File: src/rtl/sync_fifo_ctrl.sv
// Single-clock FIFO controller over a register array with occupancy, threshold and sticky error flags.
// Read latency: one cycle (registered data_out); with FIFO_FWFT_EN defined the head word is shown combinationally.
// Backpressure: writes into a full FIFO are rejected unless a read is accepted in the same cycle; rejected requests set sticky flags.
module sync_fifo_ctrl #(
    parameter int WIDTH     = 8,
    parameter int ADDR      = 4,
    parameter int AF_THRESH = 12,
    parameter int AE_THRESH = 2
) (
    input  logic             clk,
    input  logic             reset,
    input  logic             cs,
    input  logic             we,
    input  logic             rd,
    input  logic             clr_err,
    input  logic [WIDTH-1:0] data_in,
    output logic [WIDTH-1:0] data_out,
    output logic             empty,
    output logic             full,
    output logic             almost_full,
    output logic             almost_empty,
    output logic [ADDR:0]    count,
    output logic             overflow,
    output logic             underflow
);

    localparam int            DEPTH = 1 << ADDR;
    localparam logic [ADDR:0] DEPTH_C = (ADDR+1)'(DEPTH);
    localparam logic [ADDR:0] AF_C    = (ADDR+1)'(AF_THRESH);
    localparam logic [ADDR:0] AE_C    = (ADDR+1)'(AE_THRESH);

    logic [WIDTH-1:0] mem [DEPTH];
    logic [ADDR:0]    wr_ptr;
    logic [ADDR:0]    rd_ptr;
    logic [ADDR:0]    count_next;
    logic             rd_acc;
    logic             wr_acc;
    logic             ovf_set;
    logic             unf_set;
    logic             err_clr;

    // An empty FIFO never forwards write data to a same-cycle read.
    assign rd_acc  = cs & rd & ~empty;
    assign wr_acc  = cs & we & (~full | rd_acc);
    assign ovf_set = cs & we & ~wr_acc;
    assign unf_set = cs & rd & ~rd_acc;
    assign err_clr = cs & clr_err;

    assign count_next = count + (ADDR+1)'(wr_acc) - (ADDR+1)'(rd_acc);

    always_ff @(posedge clk) begin
        if (!reset) begin
            wr_ptr       <= '0;
            rd_ptr       <= '0;
            count        <= '0;
            empty        <= 1'b1;
            full         <= 1'b0;
            almost_full  <= 1'b0;
            almost_empty <= 1'b1;
        end else begin
            if (wr_acc) wr_ptr <= wr_ptr + 1'b1;
            if (rd_acc) rd_ptr <= rd_ptr + 1'b1;
            count        <= count_next;
            empty        <= (count_next == '0);
            full         <= (count_next == DEPTH_C);
            almost_full  <= (count_next >= AF_C);
            almost_empty <= (count_next <= AE_C);
        end
    end

    // Set takes priority over clear so a same-cycle rejection is never lost.
    always_ff @(posedge clk) begin
        if (!reset) begin
            overflow  <= 1'b0;
            underflow <= 1'b0;
        end else begin
            overflow  <= ovf_set | (overflow  & ~err_clr);
            underflow <= unf_set | (underflow & ~err_clr);
        end
    end

    always_ff @(posedge clk) begin
        if (wr_acc) mem[wr_ptr[ADDR-1:0]] <= data_in;
    end

`ifdef FIFO_FWFT_EN
    assign data_out = mem[rd_ptr[ADDR-1:0]];
`else
    logic [WIDTH-1:0] data_out_r;

    always_ff @(posedge clk) begin
        if (!reset) begin
            data_out_r <= '0;
        end else if (rd_acc) begin
            data_out_r <= mem[rd_ptr[ADDR-1:0]];
        end
    end

    assign data_out = data_out_r;
`endif

endmodule

File: config.mk
export PLATFORM = sky130hd
export DESIGN_NAME = sync_fifo_ctrl
export DESIGN_NICKNAME = d
export VERILOG_FILES = /design/src/rtl/sync_fifo_ctrl.sv
export SDC_FILE = /design/constraint.sdc
export NUM_CORES = 1
export LEC_CHECK = 0
export CAP_MARGIN = 10
export CORE_UTILIZATION = 34
export CTS_CLUSTER_SIZE = 20
export DETAILED_ROUTE_END_ITERATION = 7
export GPL_ROUTABILITY_DRIVEN = 0
export PLACE_DENSITY = 0.53
export SYNTH_ARGS = -nofsm -noshare
export SYNTH_HDL_FRONTEND = slang
export SYNTH_SLANG_ARGS = --single-unit
File: constraint.sdc
create_clock -name clk -period 5.5 [get_ports clk]
set_input_delay 1.65 -clock clk [delete_from_list [all_inputs] [get_ports clk]]
set_output_delay 1.65 -clock clk [all_outputs]
set_load 0.05 [all_outputs]
==> results of run 1 <==
==> metal layers <==
| layer | GRT usage, % | wire, µm | vias to the layer above |
|---|---|---|---|
| met5 | 0 | 0 | - |
| met4 | 5.254 | 141 | 0 |
| met1 | 20.30 | 5999 | 1648 |
| met2 | 23.45 | 6372 | 106 |
| met3 | 4.010 | 633 | 14 |
| li1 | - | - | 1465 |
==> path summary, 6_finish.rpt <==
kind / from / endpoint / slack (ns) / cells after the start
worst max-delay path: rd / empty$_SDFF_PN1_ / 1.33 / 13
worst min-delay path: overflow$_SDFF_PN0_ / overflow$_SDFF_PN0_ / 0.49 / 2
worst max register to register: empty$_SDFF_PN1_ / empty$_SDFF_PN1_ / 2.64 / 12
worst min register to register: overflow$_SDFF_PN0_ / overflow$_SDFF_PN0_ / 0.49 / 2
==> flip-flops by register name (all words and copies together), names as in the netlist, 4 cells and up <==
signal    flops
rd_ptr        4
wr_ptr        4
mem         128
count         5
data_out      8
==> synthesized netlist by cell type, types with 2 or more instances <==
library cell                 n
sky130_fd_sc_hd__edfxtp_1  128
sky130_fd_sc_hd__dfxtp_1    27
sky130_fd_sc_hd__mux4_2     25
sky130_fd_sc_hd__nor2_1     24
sky130_fd_sc_hd__mux2i_1    20
sky130_fd_sc_hd__inv_1      12
sky130_fd_sc_hd__ha_1       10
sky130_fd_sc_hd__o21ai_0     9
sky130_fd_sc_hd__a221oi_1    7
sky130_fd_sc_hd__buf_2       7
sky130_fd_sc_hd__mux4_1      7
sky130_fd_sc_hd__nand2_1     7
sky130_fd_sc_hd__nor3_1      7
sky130_fd_sc_hd__xnor2_1     6
sky130_fd_sc_hd__and2_1      4
sky130_fd_sc_hd__nor2b_1     4
sky130_fd_sc_hd__xor2_1      4
sky130_fd_sc_hd__a21oi_1     3
sky130_fd_sc_hd__buf_12      3
sky130_fd_sc_hd__clkbuf_1    3
sky130_fd_sc_hd__nand2b_1    3
sky130_fd_sc_hd__a21oi_2     2
sky130_fd_sc_hd__buf_1       2
sky130_fd_sc_hd__buf_6       2
sky130_fd_sc_hd__nand3_1     2
==> per-stage QoR <==
stage               utilization [%]  instances
CTS                           41.59        635
global placement              37.94        603
finish                        41.59        635
global route                  41.59        635
detailed placement            37.94        603
floorplan                         -        346
==> power by group through the flow <==
stage | clock network [W] | registers [W] | logic (W)
finish | 0.00130 | 0.00137 | 0.000653
global route | 0.00137 | 0.00138 | 0.000709
CTS | 0.00132 | 0.00137 | 0.000660
detailed placement | 0 | 0.00140 | 0.000652
global placement | 0 | 0.00140 | 0.000647
floorplan | 0 | 0.00152 | 0.000361
==> cell type report <==
type	count	area share, %
clock buffers	18	5.724
clock inverters	14	3.054
inverters	12	0.6008
multi-input cells	161	22.63
flip-flops and latches	155	58.49
well taps	229	3.822
repair buffers	46	5.674
==> critical path, stage by stage <==
cell	delay, ns
sky130_fd_sc_hd__clkdlybuf4s50_1	0.50
sky130_fd_sc_hd__nand2b_1	0.11
sky130_fd_sc_hd__a21oi_2	0.31
sky130_fd_sc_hd__inv_1	0.08
sky130_fd_sc_hd__ha_1	0.27
sky130_fd_sc_hd__inv_1	0.06
sky130_fd_sc_hd__ha_1	0.15
sky130_fd_sc_hd__inv_1	0.05
sky130_fd_sc_hd__fa_1	0.40
sky130_fd_sc_hd__xnor2_1	0.21
sky130_fd_sc_hd__nor4b_1	0.28
sky130_fd_sc_hd__mux2i_1	0.16
sky130_fd_sc_hd__o31ai_1	0.26
==> logic make-up (layout without fill, tap and decap cells) <==
family / Yosys count / in the layout / share of synthesized area (%)
compound gates: 31 / 31 / 3.712
buf+inv: 30 / 90 / 3.013
xor+xnor: 10 / 10 / 1.397
flops: 155 / 155 / 69.93
mux: 52 / 52 / 15.11
fa+ha+maj: 11 / 11 / 2.315
simple gates: 57 / 57 / 4.530
==> flow_summary.rst, run 1 <==
.. list-table::
   :header-rows: 1

   * - Metric
     - Value
   * - Status
     - completed
   * - Commonest cells after routing, fill and taps aside
     - sky130_fd_sc_hd__edfxtp_1 (128), sky130_fd_sc_hd__clkdlybuf4s50_1 (32), sky130_fd_sc_hd__dfxtp_1 (26)
   * - MaxCap Viol Count
     - 0
   * - I/O pins
     - 33
   * - Share of power burned in registers
     - 41.3%
   * - Share of synthesized registers carrying an async set or reset
     - 0%
   * - Overflow left after global routing
     - 0
   * - Die outline area
     - 0.01899 mm²
   * - CTS root buffer
     - sky130_fd_sc_hd__clkbuf_16
   * - Most used flip-flop cell after synthesis
     - sky130_fd_sc_hd__edfxtp_1
   * - Share of post-route cells with drive strength above 1
     - 18.72%
   * - Footprint of the flip-flops and latches
     - 0.004385 mm²
   * - Remaining routing DRC violations
     - 0
   * - Total count of hold-check failures in the final report
     - 0
   * - Worst setup EP type
     - register
   * - Post-Route Hold Slack
     - 0.4923 ns
   * - Area of the placeable core
     - 0.01802 mm²
   * - Clock tree from TritonCTS
     - yes
   * - Switching power of the nets
     - 0.0009201 W
   * - Deepest clock path buffer count
     - 2
   * - Post-synth EDFFs
     - 128
   * - Placed Area
     - 0.006839 mm²
   * - Post-cts gate resize count
     - 0
   * - Worst Skew
     - 0.007013 ns
   * - CTS H-tree depth
     - 4
   * - Post-detailed-routing wire length
     - 13150 µm
   * - Area used by multi-input combinational logic
     - 0.001697 mm²
   * - Area contributors post-synth
     - sky130_fd_sc_hd__edfxtp_1 (61%), sky130_fd_sc_hd__mux4_2 (9.0%), sky130_fd_sc_hd__dfxtp_1 (8.6%)
   * - Total track usage
     - 15.06%
   * - Cell count after synthesis
     - 346
   * - YS warnings
     - 0
   * - Starting DRC count in detailed routing
     - 305
   * - Data required time at the worst endpoint
     - 5.84 ns
   * - Total negative slack for setup checks
     - 0 ns
   * - Starting density of the core
     - 34.78%
   * - # fillers
     - 1615
   * - Die height
     - 137.8 µm
   * - Worst-margin pin slew
     - 1.212 ns
   * - Final count of negative-setup-slack endpoints
     - 0
   * - Clock Power Share
     - 39.1%
   * - Fraction of power consumed by combinational cells
     - 19.6%
   * - CP Data Arrival Time
     - 4.51 ns
   * - Routed via count
     - 3233
   * - Maximum clock rate
     - 0.2397 GHz
   * - Seq cells post-synth
     - 155
   * - Total chip power
     - 0.003326 W
   * - Number of nets produced by synthesis
     - 371
   * - Post-Synthesis Mean Instance Area
     - 18.12 µm²
   * - Most common cell after layout, fill and taps aside
     - sky130_fd_sc_hd__edfxtp_1
   * - Number of distinct library cells after synthesis
     - 43
   * - Clock transition at the register clock pins on the worst setup and hold paths after CTS
     - 0.06 ns
   * - Startpoint-to-endpoint class of the critical path
     - primary input to register
   * - Initial antenna violation count
     - 0
   * - TritonCTS buffer count
     - 17
   * - Antenna Violating Nets Remaining
     - 0
   * - Number of global-route vias before repair
     - 3148
   * - Seq/Total Area, Yosys
     - 69.93%
   * - Pre-CTS WS
     - 0.8676 ns
   * - Power density relative to cell area
     - 443.7 mW/mm²
   * - Total number of placement rows
     - 49
   * - Worst-skew pair later-pin latency
     - 0.42 ns
   * - Die W
     - 137.8 µm
   * - Final worst path period share
     - 75.84%
   * - Type of the most critical hold path
     - register to register
   * - Count of hold buffers inserted by post-cts repair
     - 0
   * - Hpwl dp
     - 8084 µm
   * - Ant. Diodes
     - 0
   * - Setup repair after global routing missed its margin
     - no
   * - Cell-internal power
     - 0.002406 W
   * - Fraction of power spent switching nets
     - 27.66%
   * - LEAKAGE
     - 2.411 nW
   * - Final max-slew violation count
     - 0
   * - Pre-Repair DR Iteration Count
     - 4
   * - Nature of the critical path startpoint
     - primary input
   * - Time the final worst path needs with I/O delays and setup
     - 4.171 ns
   * - Finished layout cell area
     - 0.007497 mm²
   * - Maximum fanout encountered on the critical timing path
     - 6
   * - Dominant cell type by area after synthesis
     - sky130_fd_sc_hd__edfxtp_1
   * - Post-CTS setup repair buffer count
     - 0
   * - Pin count of the biggest net entering global routing
     - 34
   * - First-pass GRT wire length
     - 19380 µm
   * - Input/output buffers
     - 32
   * - Max IR drop VDD
     - 365.4 µV
   * - Area Growth Syn to Fin
     - 19.58%
   * - Total Nets Final
     - 418
   * - Netlist area before placement
     - 0.006270 mm²
   * - Max-slew headroom at the worst pin
     - 18.90%
   * - Worst setup slack after layout
     - 1.329 ns
   * - Top-area cell type share of the netlist area
     - 61.31%
   * - Routed wire per std cell
     - 20.70 µm
   * - CTS sink cnt
     - 155
   * - DR vias/cell
     - 5.091
(Power assumes the default switching activity.)
==> inputs of run 2 (changes only) <==
--- a/config.mk
+++ b/config.mk
@@ -10,7 +10,7 @@
 export CTS_CLUSTER_SIZE = 20
 export DETAILED_ROUTE_END_ITERATION = 7
 export GPL_ROUTABILITY_DRIVEN = 0
-export PLACE_DENSITY = 0.53
+export PLACE_DENSITY = 0.55
 export SYNTH_ARGS = -nofsm -noshare
 export SYNTH_HDL_FRONTEND = slang
 export SYNTH_SLANG_ARGS = --single-unit
==> constraint.sdc (replaced) <==
create_clock -name clk -period 3.8 [get_ports clk]
set_input_delay 1.14 -clock clk [delete_from_list [all_inputs] [get_ports clk]]
set_output_delay 1.14 -clock clk [all_outputs]
set_load 0.05 [all_outputs]
==> flow_summary.rst, run 2 (synthesis gave the netlist of run 1 again) <==
.. list-table::
   :header-rows: 1

   * - Metric
     - Value
   * - Status
     - completed
   * - Finished layout cell area
     - 0.007507 mm²
   * - CTS root buffer
     - sky130_fd_sc_hd__clkbuf_16
   * - Setup repair after global routing missed its margin
     - no
   * - Worst stage delay on the critical path
     - 0.53 ns
   * - Data required time at the worst endpoint
     - 4.13 ns
   * - CP Data Arrival Time
     - 3.84 ns
   * - Largest register FFs
     - 128
   * - Clock transition at the register clock pins on the worst setup and hold paths after CTS
     - 0.06 ns
   * - Post-detailed-routing wire length
     - 12260 µm
   * - Share of post-route cells with drive strength above 1
     - 20.86%
   * - Most common cell after layout, fill and taps aside
     - sky130_fd_sc_hd__edfxtp_1
   * - Startpoint-to-endpoint class of the critical path
     - primary input to register
   * - Initial antenna violation count
     - 0
   * - Pre-Repair DR Iteration Count
     - 4
   * - Maximum clock rate
     - 0.2844 GHz
   * - Worst-margin pin slew
     - 0.9918 ns
   * - Worst-skew pair later-pin latency
     - 0.42 ns
   * - Starting density of the core
     - 34.78%
   * - Placed Area
     - 0.006922 mm²
   * - Starting DRC count in detailed routing
     - 143
   * - Utilization after layout
     - 41.65%
   * - Die height
     - 137.8 µm
   * - Clock tree from TritonCTS
     - yes
   * - # fillers
     - 1636
   * - Overflow left after global routing
     - 0
   * - Cell-by-cell listing of the critical path
     - clkdlybuf4s50_1 -> nand2_1 -> a21oi_2 -> inv_1 -> ha_1 -> inv_1 -> ha_1 -> inv_1 -> fa_1 -> xnor2_1 -> nor4bb_1 -> mux2i_1 -> nor4_2
   * - Final worst path period share
     - 92.52%
   * - Die W
     - 137.8 µm
   * - Worst Skew
     - 0.01012 ns
   * - CTS H-tree depth
     - 4
   * - Total chip power
     - 0.004599 W
   * - CTS sink cnt
     - 155
   * - TritonCTS buffer count
     - 17
   * - Hpwl dp
     - 7552 µm
   * - First-pass GRT wire length
     - 19040 µm
   * - Remaining routing DRC violations
     - 0
   * - Type of the most critical hold path
     - register to register
   * - Time the final worst path needs with I/O delays and setup
     - 3.516 ns
   * - Pin count of the biggest net entering global routing
     - 34
   * - Total track usage
     - 14.39%
   * - Ant. Diodes
     - 0
   * - Routed via count
     - 3202
   * - Number of global-route vias before repair
     - 3325
   * - LEAKAGE
     - 2.422 nW
   * - Combined buffer and inverter count along the critical path
     - 4
   * - Max IR drop VDD
     - 413.1 µV
   * - Final Non-Filler Cells
     - 646
   * - Commonest cells after routing, fill and taps aside
     - sky130_fd_sc_hd__edfxtp_1 (128), sky130_fd_sc_hd__clkdlybuf4s50_1 (32), sky130_fd_sc_hd__dfxtp_1 (26)
   * - Crit-path leading delay family
     - adder cells
   * - Antenna Violating Nets Remaining
     - 0
   * - Nature of the critical path startpoint
     - primary input
   * - Post-cts gate resize count
     - 0
   * - Total number of placement rows
     - 49
   * - MaxCap Viol Count
     - 0
   * - Number of placed cells counting well taps
     - 614
   * - Max-slew headroom at the worst pin
     - 33.88%
   * - Final count of negative-setup-slack endpoints
     - 0
   * - Area of the placeable core
     - 0.01802 mm²
   * - Input/output buffers
     - 32
   * - Worst setup EP type
     - register
   * - Total Nets Final
     - 429
   * - Post-CTS setup repair buffer count
     - 0
   * - I/O pins
     - 33
   * - Power density relative to cell area
     - 612.7 mW/mm²
   * - Cell with the largest stage delay on the worst path
     - sky130_fd_sc_hd__clkdlybuf4s50_1
   * - Count of hold buffers inserted by post-cts repair
     - 0
   * - Routed wire per std cell
     - 18.98 µm
   * - Total count of hold-check failures in the final report
     - 0
   * - Die outline area
     - 0.01899 mm²
   * - Final max-slew violation count
     - 0
   * - DR vias/cell
     - 4.957
   * - Area Growth Syn to Fin
     - 19.74%
   * - Deepest clock path buffer count
     - 2
   * - Most prevalent standard cell on the critical path
     - sky130_fd_sc_hd__inv_1
   * - Maximum fanout encountered on the critical timing path
     - 5
-- run 2: cell types whose count changed in the layout (fill, tap and decap cells not counted) --
cell                         previous run  this run
sky130_fd_sc_hd__clkinv_2               1         0
sky130_fd_sc_hd__inv_8                  2         4
sky130_fd_sc_hd__buf_4                 14        25
sky130_fd_sc_hd__clkinv_8               0         1
sky130_fd_sc_hd__clkinvlp_4             1         4
sky130_fd_sc_hd__bufinv_16              5         1
sky130_fd_sc_hd__inv_6                  4         3
-- run 2: power by group --
group | switching, W | internal (W) | leakage [nW]
sequential | 0.0000626 | 0.00192 | 1.37
combinational | 0.000570 | 0.000389 | 0.773
clock | 0.000729 | 0.000930 | 0.274
-- run 2: final cells by class --
class,count,area (µm²),share of cell area (%)
Sequential cell,155,4385,58.42
Multi-Input combinational cell,161,1697,22.60
Timing Repair Buffer,57,508.0,6.767
Clock buffer,18,429.2,5.717
Tap cell,229,286.5,3.817
Clock inverter,14,156.4,2.083
Inverter,12,45.04,0.6000
-- run 2: path summary, 6_finish.rpt --
check / start / endpoint / slack (ns) / cells after the start
max: cs / full$_SDFF_PN0_ / 0.28 / 13
min: overflow$_SDFF_PN0_ / overflow$_SDFF_PN0_ / 0.49 / 2
max reg2reg: empty$_SDFF_PN1_ / full$_SDFF_PN0_ / 1.08 / 12
min reg2reg: overflow$_SDFF_PN0_ / overflow$_SDFF_PN0_ / 0.49 / 2
-- run 2: metal layers --
layer	vias to the layer above	global-route usage, %	routed length, µm
li1	1483	-	-
met1	1644	17.43	5394
met2	66	24.06	6159
met3	9	5.040	585
met4	0	4.348	119
met5	-	0	0
-- run 2: worst register-to-register path: stages (launching register included) --
cell	delay, ns
sky130_fd_sc_hd__dfxtp_1	0.34
sky130_fd_sc_hd__nand2b_1	0.19
sky130_fd_sc_hd__a21oi_2	0.17
sky130_fd_sc_hd__inv_1	0.06
sky130_fd_sc_hd__ha_1	0.26
sky130_fd_sc_hd__inv_1	0.06
sky130_fd_sc_hd__ha_1	0.16
sky130_fd_sc_hd__inv_1	0.05
sky130_fd_sc_hd__fa_1	0.39
sky130_fd_sc_hd__xnor2_1	0.21
sky130_fd_sc_hd__nor4bb_1	0.32
sky130_fd_sc_hd__mux2i_1	0.16
sky130_fd_sc_hd__nor4_2	0.27
-- run 2: metrics by stage --
stage / hold WS (ns) / TNS [ns] / worst slack [ns]
floorplan: 0.5147 / 0 / 0.4281
global placement: 0.4850 / 0 / 0.02516
detailed placement: 0.4828 / -0.2903 / -0.1471
CTS: 0.4988 / 0 / 0.2821
global route: 0.5403 / 0 / 0.0002229
finish: 0.4909 / 0 / 0.2843
==> inputs of run 3 (changes only) <==
--- a/config.mk
+++ b/config.mk
@@ -6,11 +6,11 @@
 export NUM_CORES = 1
 export LEC_CHECK = 0
 export CAP_MARGIN = 10
-export CORE_UTILIZATION = 34
+export CORE_UTILIZATION = 45
 export CTS_CLUSTER_SIZE = 20
 export DETAILED_ROUTE_END_ITERATION = 7
 export GPL_ROUTABILITY_DRIVEN = 0
-export PLACE_DENSITY = 0.55
+export PLACE_DENSITY = 0.68
 export SYNTH_ARGS = -nofsm -noshare
 export SYNTH_HDL_FRONTEND = slang
 export SYNTH_SLANG_ARGS = --single-unit
==> flow_summary.rst, run 3 (synthesis gave the netlist of run 1 again) <==
.. list-table::
   :header-rows: 1

   * - Metric
     - Value
   * - Clock tree from TritonCTS
     - yes
   * - Grt met3 use
     - 4.610%
   * - Total count of hold-check failures in the final report
     - 0
   * - Minimum setup slack among reg-to-reg paths
     - 1.10 ns
   * - Total chip power
     - 0.004469 W
   * - Cell with the largest stage delay on the worst path
     - sky130_fd_sc_hd__clkdlybuf4s50_1
   * - Data required time at the worst endpoint
     - 4.13 ns
   * - Most prevalent standard cell on the critical path
     - sky130_fd_sc_hd__inv_1
   * - Status
     - completed
   * - Die outline area
     - 0.01441 mm²
   * - CTS root buffer
     - sky130_fd_sc_hd__clkbuf_16
   * - Worst-skew pair later-pin latency
     - 0.42 ns
   * - Nature of the critical path startpoint
     - primary input
   * - Max-slew headroom at the worst pin
     - 42.83%
   * - LEAKAGE
     - 2.400 nW
   * - Post-Route Hold Slack
     - 0.4877 ns
   * - Setup repair after global routing missed its margin
     - no
   * - Power density relative to cell area
     - 605.4 mW/mm²
   * - Deepest clock path buffer count
     - 2
   * - Pre-Repair DR Iteration Count
     - 4
   * - Clock transition at the register clock pins on the worst setup and hold paths after CTS
     - 0.06 ns
   * - Total track usage
     - 18.46%
   * - Area of the placeable core
     - 0.01340 mm²
   * - Total number of placement rows
     - 42
   * - DR vias/cell
     - 5.474
   * - Utilization after layout
     - 55.09%
   * - Final worst path period share
     - 92.22%
   * - Post-CTS setup repair buffer count
     - 0
   * - Overflow left after global routing
     - 0
   * - Pin count of the biggest net entering global routing
     - 34
   * - Total Nets Final
     - 430
   * - Input/output buffers
     - 32
   * - Routing usage on met1
     - 24.35%
   * - Worst Skew
     - 0.006820 ns
   * - CTS H-tree depth
     - 4
   * - Maximum fanout encountered on the critical timing path
     - 3
   * - CP Data Arrival Time
     - 3.84 ns
   * - Max IR drop VDD
     - 507.3 µV
   * - Antenna Violating Nets Remaining
     - 0
   * - Largest register FFs
     - 128
   * - CTS sink cnt
     - 155
   * - Starting density of the core
     - 46.79%
   * - Worst stage delay on the critical path
     - 0.50 ns
   * - Die W
     - 120.0 µm
   * - Count of hold buffers inserted by post-cts repair
     - 0
   * - Final max-slew violation count
     - 0
   * - Ant. Diodes
     - 0
   * - Number of global-route vias before repair
     - 3359
   * - Post-detailed-routing wire length
     - 11980 µm
   * - Pre-CTS WS
     - -0.1133 ns
   * - MaxCap Viol Count
     - 0
   * - Number of placed cells counting well taps
     - 562
   * - Routed wire per std cell
     - 20.21 µm
   * - Worst-margin pin slew
     - 0.8575 ns
   * - Gr busiest metal
     - met2
   * - Most common cell after layout, fill and taps aside
     - sky130_fd_sc_hd__edfxtp_1
   * - Area Growth Syn to Fin
     - 17.74%
   * - GR met2 Demand/Resource
     - 29.20%
   * - Starting DRC count in detailed routing
     - 239
   * - Startpoint-to-endpoint class of the critical path
     - primary input to register
   * - Post-cts gate resize count
     - 0
   * - Die height
     - 120.0 µm
   * - Cell-by-cell listing of the critical path
     - clkdlybuf4s50_1 -> nand2b_1 -> a21oi_2 -> inv_1 -> ha_1 -> inv_1 -> ha_1 -> inv_1 -> fa_1 -> xnor2_1 -> nor4b_1 -> mux2i_1 -> o31ai_1
   * - Share of post-route cells with drive strength above 1
     - 19.18%
   * - Commonest cells after routing, fill and taps aside
     - sky130_fd_sc_hd__edfxtp_1 (128), sky130_fd_sc_hd__clkdlybuf4s50_1 (32), sky130_fd_sc_hd__dfxtp_1 (26), sky130_fd_sc_hd__buf_4 (26), sky130_fd_sc_hd__mux4_2 (25)
   * - Initial antenna violation count
     - 0
   * - I/O pins
     - 33
   * - Final count of negative-setup-slack endpoints
     - 0
   * - Time the final worst path needs with I/O delays and setup
     - 3.504 ns
   * - Remaining routing DRC violations
     - 0
   * - Hpwl dp
     - 7936 µm
   * - Routed via count
     - 3246
   * - Worst setup slack after layout
     - 0.2958 ns
   * - TritonCTS buffer count
     - 17
   * - Final Non-Filler Cells
     - 593
   * - Type of the most critical hold path
     - register to register
   * - Worst setup EP type
     - register
   * - First-pass GRT wire length
     - 19080 µm
   * - Maximum clock rate
     - 0.2854 GHz
[run 3: cell types whose count changed in the layout (fill, tap and decap cells not counted), sizes merged]
cell      previous run  this run
inv                 19        12
clkinv               2         6
clkinvlp             4         2
clkbuf              18        22
buf                 25        26
[run 3: metrics by stage]
| stage | instance area (µm²) | TNS [ns] |
|---|---|---|
| after floorplan | 6270 | 0 |
| after global placement | 6863 | 0 |
| after detailed placement | 6863 | -0.3183 |
| after CTS | 7382 | 0 |
| after global routing | 7382 | 0 |
| final | 7382 | 0 |
[run 3: final timing paths]
kind / from / endpoint / cells past startpoint
max reg2reg: empty$_SDFF_PN1_ / empty$_SDFF_PN1_ / 12
min: overflow$_SDFF_PN0_ / overflow$_SDFF_PN0_ / 2
max: rd / empty$_SDFF_PN1_ / 13
min reg2reg: overflow$_SDFF_PN0_ / overflow$_SDFF_PN0_ / 2
[run 3: area by class of cell]
| class | instances | area (µm²) |
|---|---|---|
| tap | 176 | 220.2 |
| inverter | 12 | 45.04 |
| clock buffer | 22 | 444.2 |
| sequential | 155 | 4385 |
| multi-input combinational | 161 | 1697 |
| clock inverter | 9 | 75.07 |
| fill | 1062 | 6018 |
| timing repair buffer | 58 | 515.5 |
[run 3: metal layers]
metal | share of wire, % | wire length [µm]
met3 | 4.8 | 573
met5 | 0 | 0
met1 | 45 | 5395
met2 | 48 | 5798
met4 | 1.8 | 215
[run 3: critical path, delay by kind of cell]
kind            cells  cell delay, ns
fa+ha+maj           3            0.82
buf+inv             4            0.67
compound gates      2            0.43
simple gates        2            0.41
xor+xnor            1            0.19
mux                 1            0.18
[run 3: power by group]
| group | switching [W] | leakage [nW] | total [W] | internal [W] |
|---|---|---|---|---|
| clock network | 0.000617 | 0.246 | 0.00150 | 0.000887 |
| logic | 0.000585 | 0.779 | 0.000990 | 0.000405 |
| registers | 0.0000555 | 1.37 | 0.00198 | 0.00192 |
| total | 0.00126 | 2.40 | 0.00447 | 0.00321 |
